--- config.mk ---
export PLATFORM = sky130hd
export DESIGN_NAME = rns_residue_select_pipe
export DESIGN_NICKNAME = d
export VERILOG_FILES = /design/src/rtl/rns_pkg.sv /design/src/rtl/rns_sel_lane.sv /design/src/rtl/rns_residue_select_pipe.sv
export SDC_FILE = /design/constraint.sdc
export NUM_CORES = 1
export LEC_CHECK = 0
export CORE_MARGIN = 1.5
export CORE_UTILIZATION = 49
export CTS_CLUSTER_SIZE = 25
export DETAILED_ROUTE_END_ITERATION = 10
export PLACE_DENSITY_LB_ADDON = 0.15
export RECOVER_POWER = 100
export SYNTH_ARGS = -nofsm -noshare
export SYNTH_HDL_FRONTEND = slang
export SYNTH_HIERARCHICAL = 1
export SYNTH_SLANG_ARGS = --single-unit
export TNS_END_PERCENT = 50
--- constraint.sdc ---
create_clock -name clk -period 2.8 [get_ports clk]
set_input_delay 0.84 -clock clk [delete_from_list [all_inputs] [get_ports clk]]
set_output_delay 0.84 -clock clk [all_outputs]
set_load 0.03 [all_outputs]
--- src/rtl/rns_pkg.sv ---
// Shared definitions for the RNS residue select pipeline.
//   RNS_WIDTH / RNS_CHANNELS : default residue width and channel count
//   rns_vec_t                : one full beat of residues at the defaults
//   rns_state_e              : skid-buffer occupancy states
//   popcount()               : number of set bits in a select vector
package rns_pkg;

    localparam int RNS_WIDTH    = 7;
    localparam int RNS_CHANNELS = 3;

    typedef logic [RNS_CHANNELS*RNS_WIDTH-1:0] rns_vec_t;

    typedef enum logic [1:0] {
        ST_EMPTY = 2'd0,
        ST_ONE   = 2'd1,
        ST_FULL  = 2'd2
    } rns_state_e;

    // Select vectors are zero-extended to 32 bits by the caller, so this
    // covers any channel count up to 32.
    function automatic int unsigned popcount(input logic [31:0] sel);
        int unsigned n;
        n = 0;
        for (int i = 0; i < 32; i++) begin
            n += 32'(sel[i]);
        end
        return n;
    endfunction

endpackage

--- src/rtl/rns_sel_lane.sv ---
// Per-channel 2:1 residue select. Pure bit select, no arithmetic.
//   num_i  : raw residue
//   comp_i : complement / corrected residue
//   sel_i  : 1 picks comp_i, 0 picks num_i
//   res_o  : selected residue
module rns_sel_lane #(
    parameter int WIDTH = 7
) (
    input  logic [WIDTH-1:0] num_i,
    input  logic [WIDTH-1:0] comp_i,
    input  logic             sel_i,
    output logic [WIDTH-1:0] res_o
);

    assign res_o = sel_i ? comp_i : num_i;

endmodule

--- src/rtl/rns_residue_select_pipe.sv ---
// Multi-channel residue/complement selector with a valid/ready skid buffer
// and a saturating count of complement selections.
//   clk, rst_n           : clock, async active-low reset
//   in_num, in_comp      : per-channel residues, channel k at [k*WIDTH +: WIDTH]
//   in_sel               : per-channel select (1 = complement)
//   in_valid / in_ready  : upstream handshake (in_ready is a flop)
//   out_result, out_sel  : selected beat and its select bits
//   out_valid / out_ready: downstream handshake
//   sel_count, clr_count : saturating complement-select count and its clear
module rns_residue_select_pipe
    import rns_pkg::*;
#(
    parameter int WIDTH    = RNS_WIDTH,
    parameter int CHANNELS = RNS_CHANNELS,
    parameter int CNT_W    = 16
) (
    input  logic                      clk,
    input  logic                      rst_n,
    input  logic [CHANNELS*WIDTH-1:0] in_num,
    input  logic [CHANNELS*WIDTH-1:0] in_comp,
    input  logic [CHANNELS-1:0]       in_sel,
    input  logic                      in_valid,
    output logic                      in_ready,
    output logic [CHANNELS*WIDTH-1:0] out_result,
    output logic [CHANNELS-1:0]       out_sel,
    output logic                      out_valid,
    input  logic                      out_ready,
    output logic [CNT_W-1:0]          sel_count,
    input  logic                      clr_count
);

    localparam int              DW      = CHANNELS*WIDTH;
    localparam int              SW      = CNT_W + 33;
    localparam logic [CNT_W-1:0] CNT_MAX = '1;

    // Combinational select, one lane per channel
    logic [DW-1:0] sel_res;

    for (genvar k = 0; k < CHANNELS; k++) begin : g_lane
        rns_sel_lane #(.WIDTH(WIDTH)) u_lane (
            .num_i  (in_num[k*WIDTH +: WIDTH]),
            .comp_i (in_comp[k*WIDTH +: WIDTH]),
            .sel_i  (in_sel[k]),
            .res_o  (sel_res[k*WIDTH +: WIDTH])
        );
    end

    // Skid buffer state
    rns_state_e          state_q, state_d;
    logic [DW-1:0]       main_res_q, main_res_d;
    logic [CHANNELS-1:0] main_sel_q, main_sel_d;
    logic [DW-1:0]       skid_res_q, skid_res_d;
    logic [CHANNELS-1:0] skid_sel_q, skid_sel_d;
    logic                in_ready_q, out_valid_q;
    logic [CNT_W-1:0]    cnt_q, cnt_d;

    logic accept, xfer;
    assign accept = in_valid & in_ready_q;
    assign xfer   = out_valid_q & out_ready;

    always_comb begin
        state_d    = state_q;
        main_res_d = main_res_q;
        main_sel_d = main_sel_q;
        skid_res_d = skid_res_q;
        skid_sel_d = skid_sel_q;
        unique case (state_q)
            ST_EMPTY: begin
                if (accept) begin
                    main_res_d = sel_res;
                    main_sel_d = in_sel;
                    state_d    = ST_ONE;
                end
            end
            ST_ONE: begin
                if (accept && xfer) begin
                    main_res_d = sel_res;
                    main_sel_d = in_sel;
                end else if (accept) begin
                    // Downstream stalled: park the new beat behind main
                    skid_res_d = sel_res;
                    skid_sel_d = in_sel;
                    state_d    = ST_FULL;
                end else if (xfer) begin
                    state_d    = ST_EMPTY;
                end
            end
            ST_FULL: begin
                // in_ready is low here, so accept cannot occur
                if (xfer) begin
                    main_res_d = skid_res_q;
                    main_sel_d = skid_sel_q;
                    state_d    = ST_ONE;
                end
            end
            default: state_d = ST_EMPTY;
        endcase
    end

    // Saturating counter; the sum is computed wide enough to never overflow
    logic [SW-1:0] cnt_sum;
    assign cnt_sum = SW'(cnt_q) + SW'(popcount(32'(in_sel)));

    always_comb begin
        cnt_d = cnt_q;
        if (clr_count) begin
            cnt_d = '0;
        end else if (accept) begin
            cnt_d = (cnt_sum > SW'(CNT_MAX)) ? CNT_MAX : cnt_sum[CNT_W-1:0];
        end
    end

    always_ff @(posedge clk or negedge rst_n) begin
        if (!rst_n) begin
            state_q     <= ST_EMPTY;
            main_res_q  <= '0;
            main_sel_q  <= '0;
            skid_res_q  <= '0;
            skid_sel_q  <= '0;
            in_ready_q  <= 1'b1;
            out_valid_q <= 1'b0;
            cnt_q       <= '0;
        end else begin
            state_q     <= state_d;
            main_res_q  <= main_res_d;
            main_sel_q  <= main_sel_d;
            skid_res_q  <= skid_res_d;
            skid_sel_q  <= skid_sel_d;
            // Handshake outputs are flops decoded from the next state
            in_ready_q  <= (state_d != ST_FULL);
            out_valid_q <= (state_d != ST_EMPTY);
            cnt_q       <= cnt_d;
        end
    end

    assign in_ready   = in_ready_q;
    assign out_valid  = out_valid_q;
    assign out_result = main_res_q;
    assign out_sel    = main_sel_q;
    assign sel_count  = cnt_q;

endmodule

; Yosys cells after proc, flatten, opt, wreduce, memory -nomap -nowiden
; Index checks and enable logic that the tools add are counted.
[totals]
reg_bits = 68
latch_bits = 0
mem_bits_rw = 0
romBits = 0
inputBits = 50
output_inout_bits = 42
wordCells = 48
mem_count = 0
[classes]
n_addsub = 3
mul = 0
n_div = 0
magnitude_cmp = 1
n_eq_ne = 6
n_shift = 0
muxes = 20
bitwise_logic = 3
n_reduce_logical = 7
[ops]
columns = operator, n
row1 = $mux 21, 3
row2 = $pmux 21 s3, 1
row3 = $mux 16, 3
row4 = $mux 7, 3
row5 = $add 16x3->17, 1
row6 = $gt 17x16->1 const B, 1
row7 = $mux 2, 5
row8 = $mux 3, 3
row9 = $pmux 3 s3, 1
row10 = $ne 2x2->1 const B, 4
row11 = $pmux 2 s3, 1
row12 = $reduce_and 4->1, 1
row13 = $reduce_bool 2->1, 2
row14 = $add 2x1->3, 1
row15 = $reduce_and 3->1, 1
row16 = $reduce_bool 3->1, 1
row17 = $add 1x1->2, 1
row18 = $and 1x1->1, 2
row19 = $eq 2x1->1 const B, 1
row20 = $eq 2x2->1 const B, 1
row21 = $logic_not 2->1, 1
row22 = $logic_and 1x1->1, 1
row23 = $not 1->1, 1

; Longest topological paths before layout
; Gate-level depths: netlist of the first run.
[logic_depth]
word_depth = 7
depth_mapped = 9
mapped_depth_nobuf = 8

; By module
; Netlist of the first run, hierarchy kept.
[by_module_without_submodules]
columns = module, instances, cells_per_inst, area_each_um2, seq_area_each_um2
row1 = rns_residue_select_pipe, 1, 262, 3311.9, 1702.9
row2 = rns_sel_lane, 3, 8, 116.4, 0.0

; Worst setup path after synthesis of the first run
; OpenSTA, ideal clock, no wires.
[synth_timing]
kind = input -> register
start = input in_sel[0]
end = register cnt_q[9], in the netlist sel_count[9]
setup_ns = 0.096
arrival_ns = 2.986
required_ns = 2.704
slack_ns = -0.281
cell_stages = 8
n_path_buf = 0
path_cell_list = fa_1 -> ha_1 -> inv_1 -> fa_1 -> nand4b_4 -> nor4_4 -> and4b_1 -> nor4_2
[synth_via]
elab_chain_len = 7
[synth_rtl]
columns = element, line_no
row1 = start: declaration, rns_residue_select_pipe.sv:21  ; input logic [CHANNELS-1:0] in_sel,
row2 = $add 1x1->2 *, rns_pkg.sv:25  ; n += 32'(sel[i]);
row3 = $add 2x1->3 *, rns_pkg.sv:25
row4 = $add 16x3->17 *, rns_residue_select_pipe.sv:102  ; assign cnt_sum = SW'(cnt_q) + SW'(popcount(32'(in_sel)));
row5 = $gt 17x16->1, rns_residue_select_pipe.sv:109  ; cnt_d = (cnt_sum > SW'(CNT_MAX)) ? CNT_MAX : cnt_sum[CNT_W-1:0];
row6 = $mux 16 *, rns_residue_select_pipe.sv:109
row7 = $mux 16 *, rns_residue_select_pipe.sv:108  ; end else if (accept) begin
row8 = $mux 16 *, rns_residue_select_pipe.sv:106  ; if (clr_count) begin
row9 = end signal: assignment, rns_residue_select_pipe.sv:132  ; cnt_q <= cnt_d;
row10 = end: declaration, rns_residue_select_pipe.sv:55  ; logic [CNT_W-1:0] cnt_q, cnt_d;
; Mark *: on every way between the ends. The rest lies on a longest branch, timed or not. The select of a mux whose other input is x is not followed.
; A chain may end at the register's enable or synchronous reset.

; Worst setup path after layout of the first run
[layout_timing]
start = input in_sel[0]
end = register cnt_q[8], in the netlist sel_count[8]
; Same word-level chain as after synthesis.

==> impl_metrics.yaml, run 1 <==
run_status:
  status: "finished with violations"
  violations: "setup timing"
worst_setup_path:
  cp_cell_sequence: "buf_6 -> fa_1 -> ha_2 -> inv_2 -> fa_2 -> nand4b_4 -> buf_6 -> or3_4 -> o31a_1"
  slowest_delay_ns: 0.58
  path_max_fanout: 3
  cp_slowest_cell: "fa_1"
  path_class: "primary input to register"
  worstSetupStartpointType: "primary input"
  required_ns: 3.03
  crit_top_cell: "buf_6"
  ff2ff_path_depth: 8
  end_kind: "register"
  arrival_ns: 3.07
power:
  pwr-share-clk: 0.191
  peakVddDrop_mv: 0.485
  internal_power_mw: 2.73
  switchingPower_mw: 1.51
  p_comb_frac: 0.439
  seqPwrFrac: 0.370
  switching_share: 0.357
  powerDensity_nw_per_um2: 850
  p_leak_nw: 2.16
timing:
  max_freq_mhz: 352
  clock_skew_ns: 0.0128
  report.final.slew_viol_count: 0
  tightestPinTransition_ns: 1.31
  rsz0062_at_grt: "true"
  layout_min_cycle_time_ns: 2.84
  fin_crit_sh: 1.01
  setup_viol: 1
  report.final.hold_viol_count: 0
  relSlewSlack: 0.124
  fin_ws_ns: -0.0416
  finalSetupTns_ns: -0.0416
grt:
  grt_pass1_vias: 2552
  grt_usage: 0.200
  grt_remaining_overflow: 0
  grt_max_degree: 41
  grt_pass1_wl_mm: 12.0
  antenna_found_initial: 0
floorplanning:
  start_util: 0.505
  die_w_um: 89.4
  fp-row-count: 31
  ios: 92
  core_um2: 7250
  dieArea_um2: 8000
  die_h_um: 89.4
drt:
  drtIter0Drc: 85
  vias: 2634
  via_per_inst: 5.29
  totalWireLength_mm: 7.84
  avgRoutedWirePerCell_um: 15.7
  drc: 0
  dr.pass1.iters: 4
  drtAntennaViolNets: 0
synthesis:
  ys_ff_latch: 68
  synth.avg_cell_area_um2: 12.8
  syn-instance-count: 286
  yosys_warnings: 6
  ys_seq_area_frac: 0.465
  synth_fp_nets: 340
  synth_area_um2: 3660
  synth_edf_count: 0
  yosysUniqueCellTypes: 44
  ys_async_sr_fraction: 1.00
  synth_flop_cell: "dfrtp_1"
clocking:
  clk_latency_ns: 0.35
  clock-sinks: 68
  postCtsHoldBufs: 0
  clockRootBuffer: "clkbuf_8"
  cts_tree: "built"
  clk_pin_slew_ns: 0.07
  clockBufferDepth: 2
  cts_max_level: 3
  cts-buffers-inserted: 9
place:
  port_buffers: 91
  gp_congestion: 0.817
  place_area_um2: 4750
  dp_hpwl_mm: 5.44
  dp_cells: 478
finish:
  fin_cells: 498
  layout-drive-gt1-share: 0.386
  diodes: 0
  fin_util: 0.689
  area_growth_pct: 36.4
  stdcell_area_um2: 4990
  nNetsFinal: 448
job:
  max-cap-violations: 0
worst_hold_path:
  hold_path_depth: 1
  hp-class: "register to register"
-- power groups by stage --
stage,sequential (mW),clock [mW],combinational [mW]
after floorplan,1.96,0,0.865
after detailed placement,1.60,0,1.97
final,1.57,0.812,1.86
after CTS,1.58,0.833,1.99
after global routing,1.62,0.881,2.00
after global placement,1.58,0,1.94
-- worst paths after layout --
| path | start | to | slack (ns) |
|---|---|---|---|
| min in group asynchronous | rst_n | out_result[3] | 0.76 |
| worst min-delay path | out_result[18] | out_result[18] | 0.50 |
| worst max register to register | sel_count[0] | sel_count[8] | 0.17 |
| worst max-delay path | in_sel[0] | sel_count[8] | -0.04 |
| worst min register to register | out_result[18] | out_result[18] | 0.50 |
| max in group asynchronous | rst_n | skid_res_q[19] | 0.42 |
-- Yosys cell counts (2+ instances only) --
| cell type | instances | area [um^2] |
|---|---|---|
| dfrtp_1 | 67 | 1680 |
| mux2_4 | 21 | 315 |
| nand4_1 | 4 | 25.0 |
| clkbuf_1 | 3 | 11.3 |
| a31oi_1 | 4 | 25.0 |
| and4b_1 | 3 | 30.0 |
| nand3_1 | 7 | 35.0 |
| or3_1 | 2 | 12.5 |
| a21oi_1 | 8 | 40.0 |
| ha_1 | 2 | 25.0 |
| mux2_2 | 73 | 822 |
| o21a_1 | 2 | 15.0 |
| a211oi_1 | 4 | 30.0 |
| inv_1 | 7 | 26.3 |
| o21ai_0 | 2 | 10.0 |
| nor4_1 | 3 | 18.8 |
| fa_1 | 2 | 40.0 |
| buf_4 | 2 | 15.0 |
| nand2_1 | 7 | 26.3 |
| nor3_1 | 5 | 25.0 |
| and2_1 | 2 | 12.5 |
| buf_6 | 4 | 45.0 |
| nor4_2 | 2 | 25.0 |
| nor3b_1 | 2 | 15.0 |
| buf_2 | 7 | 35.0 |
| nor2_1 | 18 | 67.6 |
| nor2b_1 | 4 | 25.0 |
| o21bai_1 | 3 | 22.5 |
-- placed cells by master (no fill, tap or decap), drive strengths merged, types with 2 or more instances in the layout --
cell and n:
clkbuf 16, nand4 4, nand3 7, fa 2, a211oi 5, ha 2
o21bai 3, clkinv 5, buf 19, a31oi 4, nor3 6, nor3b 2
nor4 6, and4b 3, nor2b 4, nor2 18, o21ai 3, nand2 7
inv 8, or3 2, a21oi 8, dfrtp 67, dlygate4sd3 43, and2 2
mux2 94, clkdlybuf4s50 45, o21a 2
-- logic make-up (layout without fill, tap and decap cells) --
family / after synthesis / in the layout / synth area share
simple gates: 65 / 65 / 0.108
mux: 95 / 95 / 0.313
compound gates: 30 / 30 / 0.0584
buf+inv: 24 / 137 / 0.0372
fa+ha+maj: 4 / 4 / 0.0178
flops: 68 / 68 / 0.465
-- per-layer routing --
| layer | vias up | share of wire | wire length [um] | global-route usage |
|---|---|---|---|---|
| met1 | 1292 | 0.48 | 3780 | 0.282 |
| li1 | 1270 | - | - | - |
| met3 | 6 | 0.047 | 366 | 0.0499 |
| met5 | - | 0 | 0 | 0 |
| met2 | 66 | 0.46 | 3620 | 0.308 |
| met4 | 0 | 0.0084 | 66 | 0.0587 |
-- flip-flops by register name, summed over array words and instances (netlist names) --
| name | cells |
|---|---|
| skid_res_q | 21 |
| state_q | 2 |
| skid_sel_q | 3 |
| in_ready | 1 |
| sel_count | 16 |
| out_sel | 3 |
| out_valid | 1 |
| out_result | 21 |
-- what timing repair did --
action                     CTS  global route
resized for setup           17             6
setup endpoints to repair   16            15
pin swaps                   13            11
gates cloned                 0             0
setup buffers                4             0
-- layout make-up --
class	count	area, um^2
Fill cell	548	2260
Multi-Input combinational cell	194	1880
Sequential cell	68	1700
Timing Repair Buffer	114	1070
Clock buffer	9	124
Tap cell	99	124
Clock inverter	7	75.1
Inverter	7	26.3
-- stage by stage --
step	setup WS (ns)	hold slack, ns	total power [mW]
after floorplan	-0.0807	0.474	2.82
after global placement	-0.727	0.480	3.52
after detailed placement	-0.788	0.487	3.57
after CTS	-0.0396	0.498	4.40
after global routing	-0.0844	0.516	4.50
final	-0.0416	0.501	4.25
-- worst max-delay path, delay by kind of cell --
kind,cells,cell delay [ns]
adders and majority gates,3,1.12
AOI/OAI and AO/OA,1,0.24
buffers and inverters,3,0.30
and+or+nand+nor,2,0.59
(Power assumes the default switching activity.)
==> run 2, diff against run 1 <==
--- a/config.mk
+++ b/config.mk
@@ -5,8 +5,10 @@
 export SDC_FILE = /design/constraint.sdc
 export NUM_CORES = 1
 export LEC_CHECK = 0
+export CELL_PAD_IN_SITES_DETAIL_PLACEMENT = 1
+export CELL_PAD_IN_SITES_GLOBAL_PLACEMENT = 1
 export CORE_MARGIN = 1.5
-export CORE_UTILIZATION = 49
+export CORE_UTILIZATION = 39
 export CTS_CLUSTER_SIZE = 25
 export DETAILED_ROUTE_END_ITERATION = 10
 export PLACE_DENSITY_LB_ADDON = 0.15
==> run 2 against run 1 <==
  * The flow still finishes with violations (setup timing)
  * Routed wire length increased by 16%
  * Register-to-register slack improved by 0.03 ns
  * Final cell count increased by 1.8%
  * Utilization decreased by 14 points
  * Via count increased by 3.1%
  * Maximum frequency increased by 0.78%
  * Total power increased by 2.6%
  * Setup slack improved by 0.022 ns
  * Hold slack got worse by 0.00097 ns
  * Combinational power about the same
  * Critical path type unchanged
  * Largest cell class unchanged
==> impl_metrics.yaml, run 2 (same netlist as run 1, synthesis figures left out) <==
drt:
  dr.pass1.iters: 4
  vias: 2715
  met3WireLength_um: 401
  top_layer: "met4"
  drtIter0Drc: 57
  drc: 0
  drtAntennaViolNets: 0
  wl_met2_mm: 4.61
  avgRoutedWirePerCell_um: 18.0
  via_per_inst: 5.36
  totalWireLength_mm: 9.11
  wl_met1_mm: 3.99
floorplanning:
  fp-row-count: 35
  die_w_um: 99.9
  ios: 92
  die_h_um: 99.9
  start_util: 0.400
  dieArea_um2: 9980
  core_um2: 9150
clocking:
  clockRootBuffer: "clkbuf_8"
  clock-sinks: 68
  cts_tree: "built"
  clockBufferDepth: 2
  postCtsHoldBufs: 0
  cts_max_level: 3
  clk_pin_slew_ns: 0.08
  cts-buffers-inserted: 9
  clk_latency_ns: 0.34
finish:
  final_common_cell: "mux2_2"
  nNetsFinal: 445
  diodes: 0
  seq_area_um2: 1700
  n_fill_cell: 959
  multiInputGateArea_um2: 1860
  final_cell_mix: "mux2_2 (73), dfrtp_1 (67), clkdlybuf4s50_1 (61), dlygate4sd3_1 (27), mux2_4 (21)"
  layout-drive-gt1-share: 0.374
  area_growth_pct: 36.5
worst_setup_path:
  arrival_ns: 3.07
  end_kind: "register"
  worstSetupStartpointType: "primary input"
  slowest_delay_ns: 0.58
  cp-startpoint: "in_sel[0]"
  path_max_fanout: 4
  crit_top_cell: "buf_4"
  reg2reg_from: "sel_count[0]"
  cp_cell_sequence: "buf_6 -> fa_1 -> ha_2 -> inv_2 -> fa_2 -> nand4b_4 -> nor4_4 -> buf_4 -> buf_4 -> nor2_2 -> a211oi_2"
  required_ns: 3.06
  path_buf_inv: 4
  cp_slowest_cell: "fa_1"
  cp_top_family: "adder cells"
  path_class: "primary input to register"
grt:
  grt_remaining_overflow: 0
  grt_pass1_vias: 2938
  antenna_found_initial: 0
  grt_usage: 0.188
  grt_max_degree: 49
  grt_pass1_wl_mm: 14.5
place:
  dp_hpwl_mm: 6.39
  gp_congestion: 0.855
  port_buffers: 91
run_status:
  status: "finished with violations"
  violations: "setup timing"
power:
  powerDensity_nw_per_um2: 871
  peakVddDrop_mv: 0.474
  p_leak_nw: 2.10
  power.total_mw: 4.36
timing:
  setup_viol: 2
  max_freq_mhz: 355
  rsz0062_at_grt: "true"
  hold_slack_ns: 0.500
  fin_crit_sh: 1.01
  report.final.slew_viol_count: 0
  layout_min_cycle_time_ns: 2.82
  clock_skew_ns: 0.0116
  fin_ws_ns: -0.0197
  relSlewSlack: 0.267
  report.final.hold_viol_count: 0
  tightestPinTransition_ns: 1.10
job:
  max-cap-violations: 0
worst_hold_path:
  worstHoldStart: "out_result[2]"
  hp-class: "register to register"
==> run 2: through the flow <==
step	setup TNS, ns	cells	setup slack [ns]	utilization	area (um^2)
6_report	-0.0243	507	-0.0197	0.546	5000
5_1_grt	-0.682	507	-0.101	0.546	5000
4_1_cts	-0.167	505	-0.0805	0.546	5000
3_5_place_dp	-10.55	487	-0.713	0.520	4760
3_3_place_gp	-9.40	487	-0.637	0.520	4760
2_1_floorplan	-0.459	286	-0.0807	-	3660
==> run 2: timing repair <==
item / CTS / global route
pin swaps: 9 / 8
gates cloned: 0 / 0
setup buffers: 2 / 2
setup endpoints to repair: 16 / 14
resized for setup: 13 / 10
==> run 2: worst paths after layout <==
kind,end,slack [ns],depth (start not counted)
worst max-delay path,sel_count[11],-0.02,11
worst min-delay path,out_result[2],0.50,1
worst max register to register,sel_count[11],0.20,10
worst min register to register,out_result[2],0.50,1
max in group asynchronous,out_result[7],0.46,2
min in group asynchronous,out_result[1],0.68,1
==> run 2: where the power goes <==
part           switching [mW]  internal, mW  leakage, nW  total [mW]
Sequential              0.208          1.38        0.836        1.59
Combinational           0.942         0.940         1.16        1.88
Clock                   0.386         0.502        0.102       0.888
Total                    1.54          2.82         2.10        4.36
==> run 2: final cells by class <==
cell class / instances / share of cell area
tap: 111 / 0.0278
timing repair buffer: 111 / 0.211
clock buffer: 10 / 0.0255
multi-input combinational: 194 / 0.372
clock inverter: 6 / 0.0178
inverter: 7 / 0.00526
sequential: 68 / 0.341
==> run 2: routing by layer <==
metal  vias to the layer above  track usage
met2                        69        0.330
met1                      1383        0.232
met4                         0       0.0672
met5                         -            0
li1                       1254            -
met3                         9       0.0327
==> variant 1: new RTL, flow settings as in run 2 <==
Make the reset (`rst_n`) synchronous in one clocked block. Comments in the files are not updated.
--- a/src/rtl/rns_residue_select_pipe.sv
+++ b/src/rtl/rns_residue_select_pipe.sv
@@ -110,7 +110,7 @@
         end
     end
 
-    always_ff @(posedge clk or negedge rst_n) begin
+    always_ff @(posedge clk) begin
         if (!rst_n) begin
             state_q     <= ST_EMPTY;
             main_res_q  <= '0;
Function: differs if rst_n is asserted again (counterexample within 4 cycles, from zero or initial values and one cycle with rst_n low); with rst_n held inactive, the same outputs for 10 cycles.
==> variant 1 against run 2 <==
Routed wire length is 4.6% lower; clock skew is 4.8 ps lower; design area is 7.2% lower; synthesized area is 6.6% lower; sequential cell count stayed put; sequential share of layout area is 4.7 points lower; register-to-register slack better by 110 ps; count of clock-buffer cells in the layout is 5 higher; non-clock buffer count is 5 lower; worst setup slack better by 88 ps.
Power is not compared: it rests on default switching activity, and its combinational part moved more than twofold at a synthesized area within 25%.
==> variant 1: results (changes against run 2) <==
| Metric | Value |
|---|---|
| Finish-stage setup viols | 0 (was 2) |
| Via Count | 2851 (was 2715) |
| Antenna violations before repair | 0 (unchanged) |
| Synth top cells by count | nand2_1 (80), dfxtp_1 (68), mux2i_1 (25) (was mux2_2 (73), dfrtp_1 (67), mux2_4 (21)) |
| Syn Nets | 405 (was 340) |
| Clk_skew | 6.84 ps (was 11.6 ps) |
| Ant. Diodes | 0 (unchanged) |
| Status | complete, no violations (was finished, violations left) |
| Synth Warn # | 6 (unchanged) |
| Mapped Cells | 351 (was 286) |
| Final Hold Violating Endpoints | 0 (unchanged) |
| Crit Path Max Fanout | 5 (was 4) |
| H-Tree Depth | 3 (unchanged) |
| R2r setup slk | 310 ps (was 200 ps) |
| HP Class | flop to flop (unchanged) |
| Vias in the first global route | 2995 (was 2938) |
| Largest delay share family, worst path | adder cells (unchanged) |
| DR WL/cell | 15.7 um (was 18.0 um) |
| First-pass GRT wire length | 14.8 mm (was 14.5 mm) |
| GP Congestion | 0.726 (was 0.855) |
| Starting DRT DRC Count | 84 (was 57) |
| CTS clk-pin slew, worst paths | 70 ps |
| IR drop worst, VDD | 0.000408 V |
| Layout Cells excl Fill | 553 (was 507) |
| CTS Root Buffer Type | clkbuf_8 (unchanged) |
| Final nets | 497 (was 445) |
| GRT Util Overall | 19.4% (was 18.8%) |
| Max Root-Sink Buffers | 2 (unchanged) |
| Slew @ Worst Pin | 628 ps (was 1100 ps) |
| Crit-path slowest cell | fa_2 (was fa_1) |
| Port Buf Inserts | 91 (unchanged) |
| Post-synthesis sequential area ratio | 39.8% (was 46.5%) |
| Main flop type after synthesis | dfxtp_1 (was dfrtp_1) |
| Largest net degree at the start of global routing | 51 (was 49) |
| Most common cell in the netlist | nand2_1 (was mux2_2) |
| Final HPWL DP | 6.33 mm (was 6.39 mm) |
| Unique masters post-synth | 38 (was 44) |
| Fraction of layout cells with a size suffix above 1 | 15.2% (was 37.4%) |
| Lkg Pwr | 0.00224 uW |
| Inst Count DP | 536 (was 487) |
| CP Data Arrival Time | 2920 ps (was 3070 ps) |
| CTS Buf Count | 9 (unchanged) |
| Initial DRT Pass Iterations | 4 (unchanged) |
| Synth top area cells | dfxtp_1 (40%), mux2_4 (9.2%), nand2_1 (8.8%) (was dfrtp_1 (46%), mux2_2 (22%), mux2_4 (8.6%)) |
| Critical Path Max Stage Delay | 610 ps (was 580 ps) |
| Asr flop ratio synth | 0% (was 100%) |
| Worst-Skew Late Latency | 330 ps |
variant 1: worst min-delay path, delay by kind of cell (launching register included):
kind	cells	cell delay (ps)
compound gates	1	60
simple gates	1	50
flops	1	310
variant 1: through the flow:
step	worst slack (ps)	hold slack (ps)	area, um^2
global placement	-662	440	4440
floorplan	-95.2	434	3440
global route	12.5	478	4640
detailed placement	-714	449	4440
CTS	8.05	461	4650
finish	67.9	463	4640
variant 1: where the power goes:
group / internal (uW) / leakage [uW] / total, uW / switching (uW)
registers: 1050 / 0.000556 / 1100 / 46.1
clock network: 463 / 0.0000979 / 802 / 340
logic: 295 / 0.00159 / 636 / 341
total: 1810 / 0.00224 / 2530 / 727
variant 1: path summary, 6_finish.rpt:
path	end	cells after the start	startpoint
worst max-delay path	sel_count[14]$_SDFFE_PP0P_	10	in_sel[1]
worst min-delay path	skid_res_q[13]$_SDFFE_PN0P_	2	skid_res_q[13]$_SDFFE_PN0P_
worst max register to register	sel_count[14]$_SDFFE_PP0P_	9	sel_count[0]$_SDFFE_PP0P_
worst min register to register	skid_res_q[13]$_SDFFE_PN0P_	2	skid_res_q[13]$_SDFFE_PN0P_
variant 1: area by class of cell:
class	instances	area, um^2
Clock buffer	15	166
Clock inverter	1	30.0
Fill cell	961	3700
Inverter	6	22.5
Multi-Input combinational cell	252	1910
Sequential cell	68	1360
Tap cell	105	131
Timing Repair Buffer	106	1020
variant 1: metal layers:
layer / vias to the layer above / global-route usage [%] / part of all wire, %
met5: - / 0 / 0
met1: 1386 / 23.8 / 45
met4: 0 / 6.24 / 1.6
li1: 1398 / - / -
met3: 11 / 4.48 / 3.8
met2: 56 / 33.7 / 50
variant 1: kinds of logic after synthesis:
kind of cell	share of synthesized area, %
buffers and inverters	5.53
AND/OR/NAND/NOR	17.5
AO/OA/AOI/OAI	16.4
multiplexers	16.5
flip-flops	39.8
XOR/XNOR	2.31
adder cells (fa/ha/maj)	1.90
variant 1: repair_timing:
item,CTS,global route
setup endpoints to repair,14,12
gates resized for setup,11,5
buffers inserted,1,0
pin swaps,5,4
==> variant 2: new RTL, config.mk and constraints of run 2 <==
Made on the original files. Set the package constant `RNS_CHANNELS` to 6 (it was 3).
--- a/src/rtl/rns_pkg.sv
+++ b/src/rtl/rns_pkg.sv
@@ -6,7 +6,7 @@
 package rns_pkg;
 
     localparam int RNS_WIDTH    = 7;
-    localparam int RNS_CHANNELS = 3;
+    localparam int RNS_CHANNELS = 6;
 
     typedef logic [RNS_CHANNELS*RNS_WIDTH-1:0] rns_vec_t;
 
Ports: changed (5 resized); port bits go from 92 to 161. The function was not compared with the original's and may differ.
==> variant 2 against run 2 <==
The run ends with DRC, setup timing left; worst setup slack worse by 460 ps; cell count increased by 72%; synthesized area is 61% higher; sequential cell count up 48; clock skew down 4.3 ps; routed wire length grew 78%; design area rose by 69%; core utilization up 3.1 points; sequential share of layout area is 0.27 points higher; power increased by 96%; critical endpoint is now sel_count[2]$_DFFE_PN0P_; largest cell class is now registers.
==> variant 2: results (changes against run 2) <==
| Metric | Value |
|---|---|
| Status | finished, violations left (unchanged) |
| Failing checks | DRC, setup timing (was setup timing) |
| Fraction of layout cells with a size suffix above 1 | 24.8% (was 37.4%) |
| Initial DRT Pass Iterations | 7 (was 4) |
| Synth top cells by count | dfrtp_1 (115), nand2_1 (61), o21ai_0 (53) (was mux2_2 (73), dfrtp_1 (67), mux2_4 (21)) |
| GRT met3 Usage | 5.06% (was 3.27%) |
| Final worst setup slack | -480 ps (was -19.7 ps) |
| Met1 GRT Util | 26.3% (was 23.2%) |
| Lkg Pwr | 0.00379 uW (was 0.00210 uW) |
| CTS Root Buffer Type | clkbuf_16 (was clkbuf_8) |
| R2r setup slk | 220 ps (was 200 ps) |
| Post-synthesis sequential area ratio | 49.3% (was 46.5%) |
| GRT Util Overall | 21.4% (was 18.8%) |
| Finish-stage setup viols | 16 (was 2) |
| Met2 Use GR | 37.2% (was 33.0%) |
| Setup TNS | -6720 ps (was -24.3 ps) |
| Setup crit end | sel_count[2]$_DFFE_PN0P_ (was sel_count[11]$_DFFE_PN0P_) |
| First-pass GRT wire length | 26.7 mm (was 14.5 mm) |
| WL met3 | 727 um (was 401 um) |
| Clk_skew | 7.32 ps (was 11.6 ps) |
| Vias in the first global route | 5132 (was 2938) |
| Place WS | -1430 ps (was -713 ps) |
| Final nets | 779 (was 445) |
| IR drop worst, VDD | 0.000467 V (was 0.000474 V) |
| Filler Cells Inserted | 1539 (was 959) |
| Worst-Skew Late Latency | 410 ps (was 340 ps) |
| Crit Path Max Fanout | 6 (was 4) |
| Slew @ Worst Pin | 1200 ps (was 1100 ps) |
| Critical Path Max Stage Delay | 550 ps (was 580 ps) |
| Syn Nets | 599 (was 340) |
| DR WL/cell | 18.5 um (was 18.0 um) |
| CP Data Arrival Time | 3580 ps (was 3070 ps) |
| Synth top area cells | dfrtp_1 (49%), mux2_4 (11%), mux2_2 (8.6%) (was dfrtp_1 (46%), mux2_2 (22%), mux2_4 (8.6%)) |
| Largest net degree at the start of global routing | 80 (was 49) |
| CTS clk-pin slew, worst paths | 50 ps (was 80 ps) |
| Starting DRT DRC Count | 132 (was 57) |
| DRC Markers | 12 (was 0) |
| GP Congestion | 0.791 (was 0.855) |
| H-Tree Depth | 4 (was 3) |
| Via Count | 4588 (was 2715) |
| WL met2 | 8.23 mm (was 4.61 mm) |
| CP Launch Point | in_sel[3] (was in_sel[0]) |
| Final HPWL DP | 11.1 mm (was 6.39 mm) |
[variant 2: cells by family after synthesis]
family,after synthesis,synth area share (%)
flip-flops,116,49.3
XOR/XNOR,1,0.149
buffers and inverters,41,3.80
multiplexers,133,27.1
AND/OR/NAND/NOR,111,8.80
adder cells (fa/ha/maj),7,2.00
AO/OA/AOI/OAI,88,8.82
[variant 2: power by group]
part | switching [uW] | total, uW | internal (uW)
Combinational | 1890 | 3330 | 1440
Clock | 746 | 2380 | 1630
Sequential | 412 | 2830 | 2420
[variant 2: how the worst min path moves through the flow]
stage,start,end,cells past startpoint
finish,out_result[27]$_DFFE_PN0P_,out_result[27]$_DFFE_PN0P_,2
global route,skid_sel_q[2]$_DFFE_PN0P_,skid_sel_q[2]$_DFFE_PN0P_,2
CTS,rst_n,out_result[30]$_DFFE_PN0P_,1
detailed placement,out_result[32]$_DFFE_PN0P_,out_result[32]$_DFFE_PN0P_,2
global placement,out_result[22]$_DFFE_PN0P_,out_result[22]$_DFFE_PN0P_,2
floorplan,skid_sel_q[2]$_DFFE_PN0P_,skid_sel_q[2]$_DFFE_PN0P_,2
[variant 2: per-stage QoR]
| stage | cells | util [%] |
|---|---|---|
| after detailed placement | 838 | 53.6 |
| final | 873 | 57.7 |
| after global routing | 873 | 57.7 |
| after floorplan | 497 | - |
| after CTS | 871 | 58.3 |
| after global placement | 838 | 53.6 |
[variant 2: layout make-up]
class	instances	area, um^2	share of cell area (%)
Clock buffer	20	467	5.52
Clock inverter	11	180	2.13
Inverter	10	37.5	0.444
Multi-Input combinational cell	340	2820	33.4
Sequential cell	116	2900	34.3
Tap cell	184	230	2.72
Timing Repair Buffer	192	1810	21.5
[variant 2: timing repair]
action / CTS / global route
resized for setup: 21 / 2
pin swaps: 12 / 7
setup endpoints to repair: 16 / 16
setup buffers: 2 / 2
